==> src/rtl/qm_memory_if.sv <==
// qm_memory data-memory bus: word access with req/ack handshake.
// Master drives the request; slave completes it with dm_Ack.
interface qm_memory_if;
    logic [31:0] dm_Addr;
    logic [31:0] dm_WData;
    logic        dm_Write;
    logic        dm_Req;
    logic        dm_Ack;
    logic [31:0] dm_RData;

    modport master (
        output dm_Addr,
        output dm_WData,
        output dm_Write,
        output dm_Req,
        input  dm_Ack,
        input  dm_RData
    );

    modport slave (
        input  dm_Addr,
        input  dm_WData,
        input  dm_Write,
        input  dm_Req,
        output dm_Ack,
        output dm_RData
    );
endinterface

==> src/rtl/qm_memory.sv <==
// qm_memory: MEM stage. EX/MEM register, req/ack word loads and stores,
// upstream stall while the bus is busy, MEM/WB register for writeback.
module qm_memory #(
    parameter int unsigned TIMEOUT = 255
) (
    input  logic             sys_clk,
    input  logic             sys_rst,
    input  logic [31:0]      di_ALUOut,
    input  logic [31:0]      di_WriteData,
    input  logic [4:0]       di_WriteReg,
    input  logic             ci_Valid,
    input  logic             ci_RegWrite,
    input  logic             ci_RegWSource,
    input  logic             ci_MemWrite,
    output logic             co_Stall,
    output logic             co_BusError,
    qm_memory_if.master      dm,
    output logic [31:0]      do_ALUOut,
    output logic [31:0]      do_ReadData,
    output logic [4:0]       do_WriteReg,
    output logic             co_Valid,
    output logic             co_RegWrite,
    output logic             co_RegWSource
);

    typedef struct packed {
        logic        valid;
        logic        reg_write;
        logic        reg_wsource;
        logic        mem_write;
        logic [4:0]  write_reg;
        logic [31:0] alu_out;
        logic [31:0] write_data;
    } ex_mem_t;

    typedef enum logic [1:0] {
        S_RUN,
        S_WAIT,
        S_FAULT
    } state_t;

    localparam logic [15:0] TO = 16'(TIMEOUT);

    ex_mem_t     r;
    ex_mem_t     r_in;
    state_t      state;
    state_t      state_n;
    logic [15:0] count;
    logic [15:0] count_n;
    logic        mem_op;
    logic        is_load;
    logic        req;
    logic        stall;

    // Pack the EX-side inputs into one bundle for the EX/MEM register.
    always_comb begin
        r_in             = '0;
        r_in.valid       = ci_Valid;
        r_in.reg_write   = ci_RegWrite;
        r_in.reg_wsource = ci_RegWSource;
        r_in.mem_write   = ci_MemWrite;
        r_in.write_reg   = di_WriteReg;
        r_in.alu_out     = di_ALUOut;
        r_in.write_data  = di_WriteData;
    end

    // Bus request, stall and next-state logic; stall follows dm_Ack combinationally.
    always_comb begin
        state_n = state;
        count_n = count;
        mem_op  = r.valid & (r.mem_write | r.reg_wsource);
        is_load = r.valid & r.reg_wsource & ~r.mem_write;
        req     = mem_op & (state != S_FAULT);
        stall   = (req & ~dm.dm_Ack) | (state == S_FAULT);
        unique case (state)
            S_RUN: begin
                if (mem_op && !dm.dm_Ack) begin
                    state_n = S_WAIT;
                    count_n = 16'd1;
                end
            end
            S_WAIT: begin
                if (dm.dm_Ack) begin
                    state_n = S_RUN;
                    count_n = 16'd0;
                end else begin
                    count_n = count + 16'd1;
                    if (TO != 16'd0 && count == TO) begin
                        state_n = S_FAULT;
                    end
                end
            end
            S_FAULT: begin
                state_n = S_FAULT;
            end
            default: begin
                state_n = S_RUN;
                count_n = 16'd0;
            end
        endcase
    end

    // FSM state and wait counter.
    always_ff @(posedge sys_clk) begin
        if (sys_rst) begin
            state <= S_RUN;
            count <= 16'd0;
        end else begin
            state <= state_n;
            count <= count_n;
        end
    end

    // EX/MEM register holds while the stage is stalled.
    always_ff @(posedge sys_clk) begin
        if (sys_rst) begin
            r <= '0;
        end else if (!stall) begin
            r <= r_in;
        end
    end

    // MEM/WB register; a stall cycle inserts a bubble.
    always_ff @(posedge sys_clk) begin
        if (sys_rst) begin
            do_ALUOut     <= '0;
            do_ReadData   <= '0;
            do_WriteReg   <= '0;
            co_Valid      <= 1'b0;
            co_RegWrite   <= 1'b0;
            co_RegWSource <= 1'b0;
        end else if (!stall) begin
            do_ALUOut     <= r.alu_out;
            do_ReadData   <= is_load ? dm.dm_RData : 32'd0;
            do_WriteReg   <= r.write_reg;
            co_Valid      <= r.valid;
            co_RegWrite   <= r.valid & r.reg_write;
            co_RegWSource <= r.reg_wsource;
        end else begin
            co_Valid      <= 1'b0;
            co_RegWrite   <= 1'b0;
        end
    end

    assign dm.dm_Addr   = {r.alu_out[31:2], 2'b00};
    assign dm.dm_WData  = r.write_data;
    assign dm.dm_Write  = r.mem_write;
    assign dm.dm_Req    = req;
    assign co_Stall     = stall;
    assign co_BusError  = (state == S_FAULT);

endmodule

==> src/flat_wrapper.sv <==
// flat-port wrapper written by rule: the top's interface ports become plain ports
module qm_memory_flat 
#(
    parameter int unsigned TIMEOUT = 255
)
  (sys_clk, sys_rst, di_ALUOut, di_WriteData, di_WriteReg, ci_Valid, ci_RegWrite, ci_RegWSource, ci_MemWrite, co_Stall, co_BusError, do_ALUOut, do_ReadData, do_WriteReg, co_Valid, co_RegWrite, co_RegWSource, dm_dm_Addr, dm_dm_WData, dm_dm_Write, dm_dm_Req, dm_dm_Ack, dm_dm_RData);
  qm_memory_if dm_i ();
  input  logic sys_clk;
  input  logic sys_rst;
  input  logic [31:0] di_ALUOut;
  input  logic [31:0] di_WriteData;
  input  logic [4:0] di_WriteReg;
  input  logic ci_Valid;
  input  logic ci_RegWrite;
  input  logic ci_RegWSource;
  input  logic ci_MemWrite;
  output logic co_Stall;
  output logic co_BusError;
  output logic [31:0] do_ALUOut;
  output logic [31:0] do_ReadData;
  output logic [4:0] do_WriteReg;
  output logic co_Valid;
  output logic co_RegWrite;
  output logic co_RegWSource;
  output wire logic [$bits(dm_i.dm_Addr)-1:0] dm_dm_Addr;
  output wire logic [$bits(dm_i.dm_WData)-1:0] dm_dm_WData;
  output wire logic [$bits(dm_i.dm_Write)-1:0] dm_dm_Write;
  output wire logic [$bits(dm_i.dm_Req)-1:0] dm_dm_Req;
  input wire logic [$bits(dm_i.dm_Ack)-1:0] dm_dm_Ack;
  input wire logic [$bits(dm_i.dm_RData)-1:0] dm_dm_RData;
  assign dm_dm_Addr = dm_i.dm_Addr;
  assign dm_dm_WData = dm_i.dm_WData;
  assign dm_dm_Write = dm_i.dm_Write;
  assign dm_dm_Req = dm_i.dm_Req;
  assign dm_i.dm_Ack = dm_dm_Ack;
  assign dm_i.dm_RData = dm_dm_RData;
  qm_memory #(.TIMEOUT(TIMEOUT)) u_core (.sys_clk(sys_clk), .sys_rst(sys_rst), .di_ALUOut(di_ALUOut), .di_WriteData(di_WriteData), .di_WriteReg(di_WriteReg), .ci_Valid(ci_Valid), .ci_RegWrite(ci_RegWrite), .ci_RegWSource(ci_RegWSource), .ci_MemWrite(ci_MemWrite), .co_Stall(co_Stall), .co_BusError(co_BusError), .dm(dm_i), .do_ALUOut(do_ALUOut), .do_ReadData(do_ReadData), .do_WriteReg(do_WriteReg), .co_Valid(co_Valid), .co_RegWrite(co_RegWrite), .co_RegWSource(co_RegWSource));
endmodule
==> config.mk <==
export PLATFORM = sky130hd
export DESIGN_NAME = qm_memory_flat
export DESIGN_NICKNAME = d
export VERILOG_FILES = /design/src/rtl/qm_memory_if.sv /design/src/rtl/qm_memory.sv /design/src/flat_wrapper.sv
export SDC_FILE = /design/constraint.sdc
export NUM_CORES = 1
export LEC_CHECK = 0
export ABC_AREA = 1
export CORE_MARGIN = 2
export CORE_UTILIZATION = 48
export CTS_BUF_LIST = sky130_fd_sc_hd__clkbuf_16
export DETAILED_ROUTE_END_ITERATION = 8
export PLACE_DENSITY = 0.86
export SKIP_CTS_REPAIR_TIMING = 1
export SYNTH_ARGS = -nofsm -noshare
export SYNTH_HDL_FRONTEND = slang
export SYNTH_SLANG_ARGS = --single-unit
==> constraint.sdc <==
create_clock -name sys_clk -period 3.95 [get_ports sys_clk]
set_input_delay 0.5925 -clock sys_clk [delete_from_list [all_inputs] [get_ports sys_clk]]
set_output_delay 0.5925 -clock sys_clk [all_outputs]
set_load 0.005 [all_outputs]
==> reports/results.txt <==
The flow ran to the end, and the final reports show no timing, DRC or antenna violations. Count of pins over their slew limit: 0. Among all cell types in the netlist, the one instantiated most often is sky130_fd_sc_hd__nor2_1. The count of cells along the worst hold path is 2. The start of the worst register-to-register path is u_core.r[72]. TritonCTS built the clock tree. In this run the vertical extent of the chip is 121 microns. The sequential share of the synthesized area came out at 0.500. The clock tree root buffer cell is sky130_fd_sc_hd__clkbuf_16.

Summed over all cells, the static leakage comes to 3.75 nW. Counting every instance in the synthesized netlist gives 858. The startpoint identified for the worst hold timing path is u_core.do_ReadData[23]. The slowest stage of the critical path is the sky130_fd_sc_hd__clkdlybuf4s50_1 cell.

By count the netlist is led by 245 x sky130_fd_sc_hd__nor2_1, 163 x sky130_fd_sc_hd__dfxtp_1, 113 x sky130_fd_sc_hd__o21ai_0. The first TritonRoute pass finished after 5 iterations. Summed over all layers, the global routing overflow is 0. Setup violations remaining at the end of the flow were counted as 0.

The run gives 16.5 mm as the total length of routed wires. In this run the critical register-to-register path is captured at u_core.do_ReadData[7]. The netlist uses 24 different library cells. The max-slew headroom at the worst pin was 0.219; the final sum of negative setup slack was 0 ns. The routed design uses 8.05 mm of met2 wire. Cell occurring most often along the worst timing path: sky130_fd_sc_hd__clkdlybuf4s50_1.

The fraction of final layout cells with drive strength greater than 1 came out at 0.0429. Dividing total power by cell area gives a power density of 458 nW/um^2. The run gives 0 as the number of nets with antenna violations after routing. In the final routing, the length of wire on met1 measures 7.02 mm.

For the global-route wire length before repair, the log shows 26.9 mm. The final HPWL from detailed placement is 11.3 mm. The share of flip-flops with an asynchronous set or reset after synthesis came out at 0. The run gives 4 as the level count of the clock H-tree. The family of cells with the greatest summed delay on the critical path was buffers and inverters. 0 antenna diodes ended up in the layout. After detailed routing, no signal wire sits above met4.

For this run, the number of Yosys warnings is 0. The die span in x works out to 121 microns. The tools report the starting density of the core as 0.493. Clock latency on the worst-skew pair, taken at its later pin, is 0.41 ns. Kind of critical path: input pin to output pin. The critical path contains buffers and inverters numbering 3 combined. For the final total power, the log shows 4.17 mW. The synthesis-to-finish area growth was 39.5%. The number of flip-flops and latches in the synthesized netlist is 163, and the final critical delay including setup and external delays is 2.60 ns.

The worst setup path is captured at an output pin. The highest net fanout along the worst path is 5. For the worst setup path, the data required time is 3.36 ns. For the wire length on met3, the log shows 1.23 mm. The tool flagged a number of max-cap violations equal to 0. Endpoint of the worst hold path: u_core.do_ReadData[23]. The floorplan row count is 42, and the number of cell instances on the worst register-to-register path is 4. Setup repair after global routing left no endpoint under its margin.

For the number of global-route vias before repair, the log shows 5529. The critical path goes through clkdlybuf4s50_1 > inv_1 > nand3_2 > nand2_4 > clkdlybuf4s50_1. Data on the critical path arrives at its endpoint at 2.01 ns. Buffers placed on the I/O ports in this run total 245. The utilization after layout was 0.688.

The post-route clock period utilization works out to 0.658. In this run, CTS created clock tree buffers numbering 17. The tools report the minimum setup slack among reg-to-reg paths as 2.03 ns.

The number of DRC violations after detailed-routing iteration 0 is 367. At the end of routability-driven placement, the weighted congestion stood at 0.837. Yosys attributes the largest share of cell area to sky130_fd_sc_hd__dfxtp_1 50%, sky130_fd_sc_hd__nor2_1 14%, sky130_fd_sc_hd__buf_4 9.2%. The die covers 14600 sq um.

Among all flip-flop cells after synthesis, the most frequent one is sky130_fd_sc_hd__dfxtp_1. Entering global routing, the biggest net connects 98 pins. Counting flops with a built-in enable in the synthesized netlist gives 0. The total number of nets in the final design came out at 1123.

For the pin with the worst max-slew slack, the measured transition is 1.17 ns. The run gives 0 as the number of antenna violations at the first check in global routing. Summing every instance area after synthesis gives 6530 sq um.

In the routed design, unresolved DRC markers number 0. STA classifies the critical path startpoint as an input pin. The hold violation total from the final report was 0. The number of top-level pins is 248, and the mean routed wirelength per cell is 13.7 microns.

The largest single stage delay on the critical path is 0.54 ns. The logs give 0.00866 ns for the final clock skew and 0.000312 V for the highest ir drop seen on vdd. In this run the standard cell core region covers 13200 sq um. Summed over all instances, the cell type with the most area after synthesis is sky130_fd_sc_hd__dfxtp_1.

Clock-pin slew was measured on the worst setup and hold paths at 0.06 ns. In this run the mean area of a mapped cell was 7.61 sq um. After detailed routing, the number of vias per cell comes to 4.86.

Clock tree synthesis found a total of 163 sinks. The fraction of post-synthesis cell area in the top cell type by area came out at 0.500. In this run the worst hold path is classified as register to register. For the overall fraction of global-route tracks in use, the log shows 0.230. Counting along the longest clock path gives a buffer depth of 2. The routed layout has 5838 vias. Static timing analysis puts the maximum clock frequency at 385 MHz.
==> layer usage <==
metal | vias to the layer above | track usage
li1 | 2994 | -
met1 | 2644 | 0.282
met2 | 187 | 0.380
met3 | 13 | 0.0792
met4 | 0 | 0.0756
met5 | - | 0
==> area by class of cell <==
| class | instances | area, sq um |
|---|---|---|
| inverters | 25 | 96.3 |
| clock buffers | 17 | 425 |
| well taps | 176 | 220 |
| clock inverters | 14 | 150 |
| multi-input cells | 556 | 2430 |
| flip-flops and latches | 163 | 3260 |
| repair buffers | 251 | 2520 |
| fillers | 1087 | 4140 |
==> placed cells by master (no fill, tap or decap), types with 2 or more instances in the layout <==
master	netlist	final
sky130_fd_sc_hd__nand4_1	6	6
sky130_fd_sc_hd__a21oi_1	47	47
sky130_fd_sc_hd__bufinv_16	0	3
sky130_fd_sc_hd__nor2_1	245	245
sky130_fd_sc_hd__nand2_2	3	3
sky130_fd_sc_hd__clkdlybuf4s50_1	0	245
sky130_fd_sc_hd__inv_2	3	3
sky130_fd_sc_hd__clkbuf_16	0	17
sky130_fd_sc_hd__nand2_1	81	80
sky130_fd_sc_hd__clkinvlp_4	0	3
sky130_fd_sc_hd__inv_1	22	25
sky130_fd_sc_hd__clkinv_2	0	2
sky130_fd_sc_hd__o21ai_0	113	113
sky130_fd_sc_hd__buf_12	0	2
sky130_fd_sc_hd__and2_1	2	2
sky130_fd_sc_hd__dfxtp_1	163	163
sky130_fd_sc_hd__conb_1	1	2
sky130_fd_sc_hd__buf_4	80	4
sky130_fd_sc_hd__nand3_1	49	49
==> sequential cells by signal, indices dropped and copies added (netlist names) <==
name / flops
u_core.count: 16
u_core.co_Valid: 1
u_core.r: 10
u_core.dm.dm_Write: 1
u_core.co_RegWrite: 1
u_core.dm.dm_Addr: 30
u_core.do_ALUOut: 32
u_core.do_ReadData: 32
u_core.state: 2
u_core.do_WriteReg: 5
u_core.dm.dm_WData: 32
u_core.co_RegWSource: 1
==> where the power goes <==
part           leakage [nW]  switching, mW  internal [mW]
Clock                 0.287          0.632          0.977
Sequential             1.34         0.0757           1.78
Combinational          2.12          0.324          0.382
==> worst max-delay path by stage <==
stage	from	to	slack [ns]	cells after the start
finish	dm_dm_Ack	co_Stall	1.35	5
global placement	dm_dm_Ack	co_Stall	1.35	5
CTS	dm_dm_Ack	co_Stall	1.34	5
detailed placement	dm_dm_Ack	co_Stall	1.35	5
global route	dm_dm_Ack	co_Stall	1.27	5
floorplan	dm_dm_Ack	co_Stall	2.15	5
==> cells by family after synthesis <==
logic type,synth area share
compound gates,0.126
fa+ha+maj,0.00192
buf+inv,0.131
flops,0.500
other cells,0.000574
simple gates,0.241
==> per-stage QoR <==
stage               instances  setup slack (ns)  hold slack [ns]  cell area, sq um
finish                   1202              1.35            0.465              9110
CTS                      1202              1.34            0.464              9110
global route             1202              1.27            0.481              9110
global placement         1171              1.35            0.451              8530
detailed placement       1171              1.35            0.453              8530
floorplan                 859              2.15            0.436              6530
==> worst register-to-register path: stages (launching register included) <==
cell,delay [ns]
sky130_fd_sc_hd__dfxtp_1,0.40
sky130_fd_sc_hd__inv_1,0.13
sky130_fd_sc_hd__nor3_4,0.90
sky130_fd_sc_hd__nand3_1,0.25
sky130_fd_sc_hd__a21oi_1,0.17
Power figures use the tool's default switching activity.
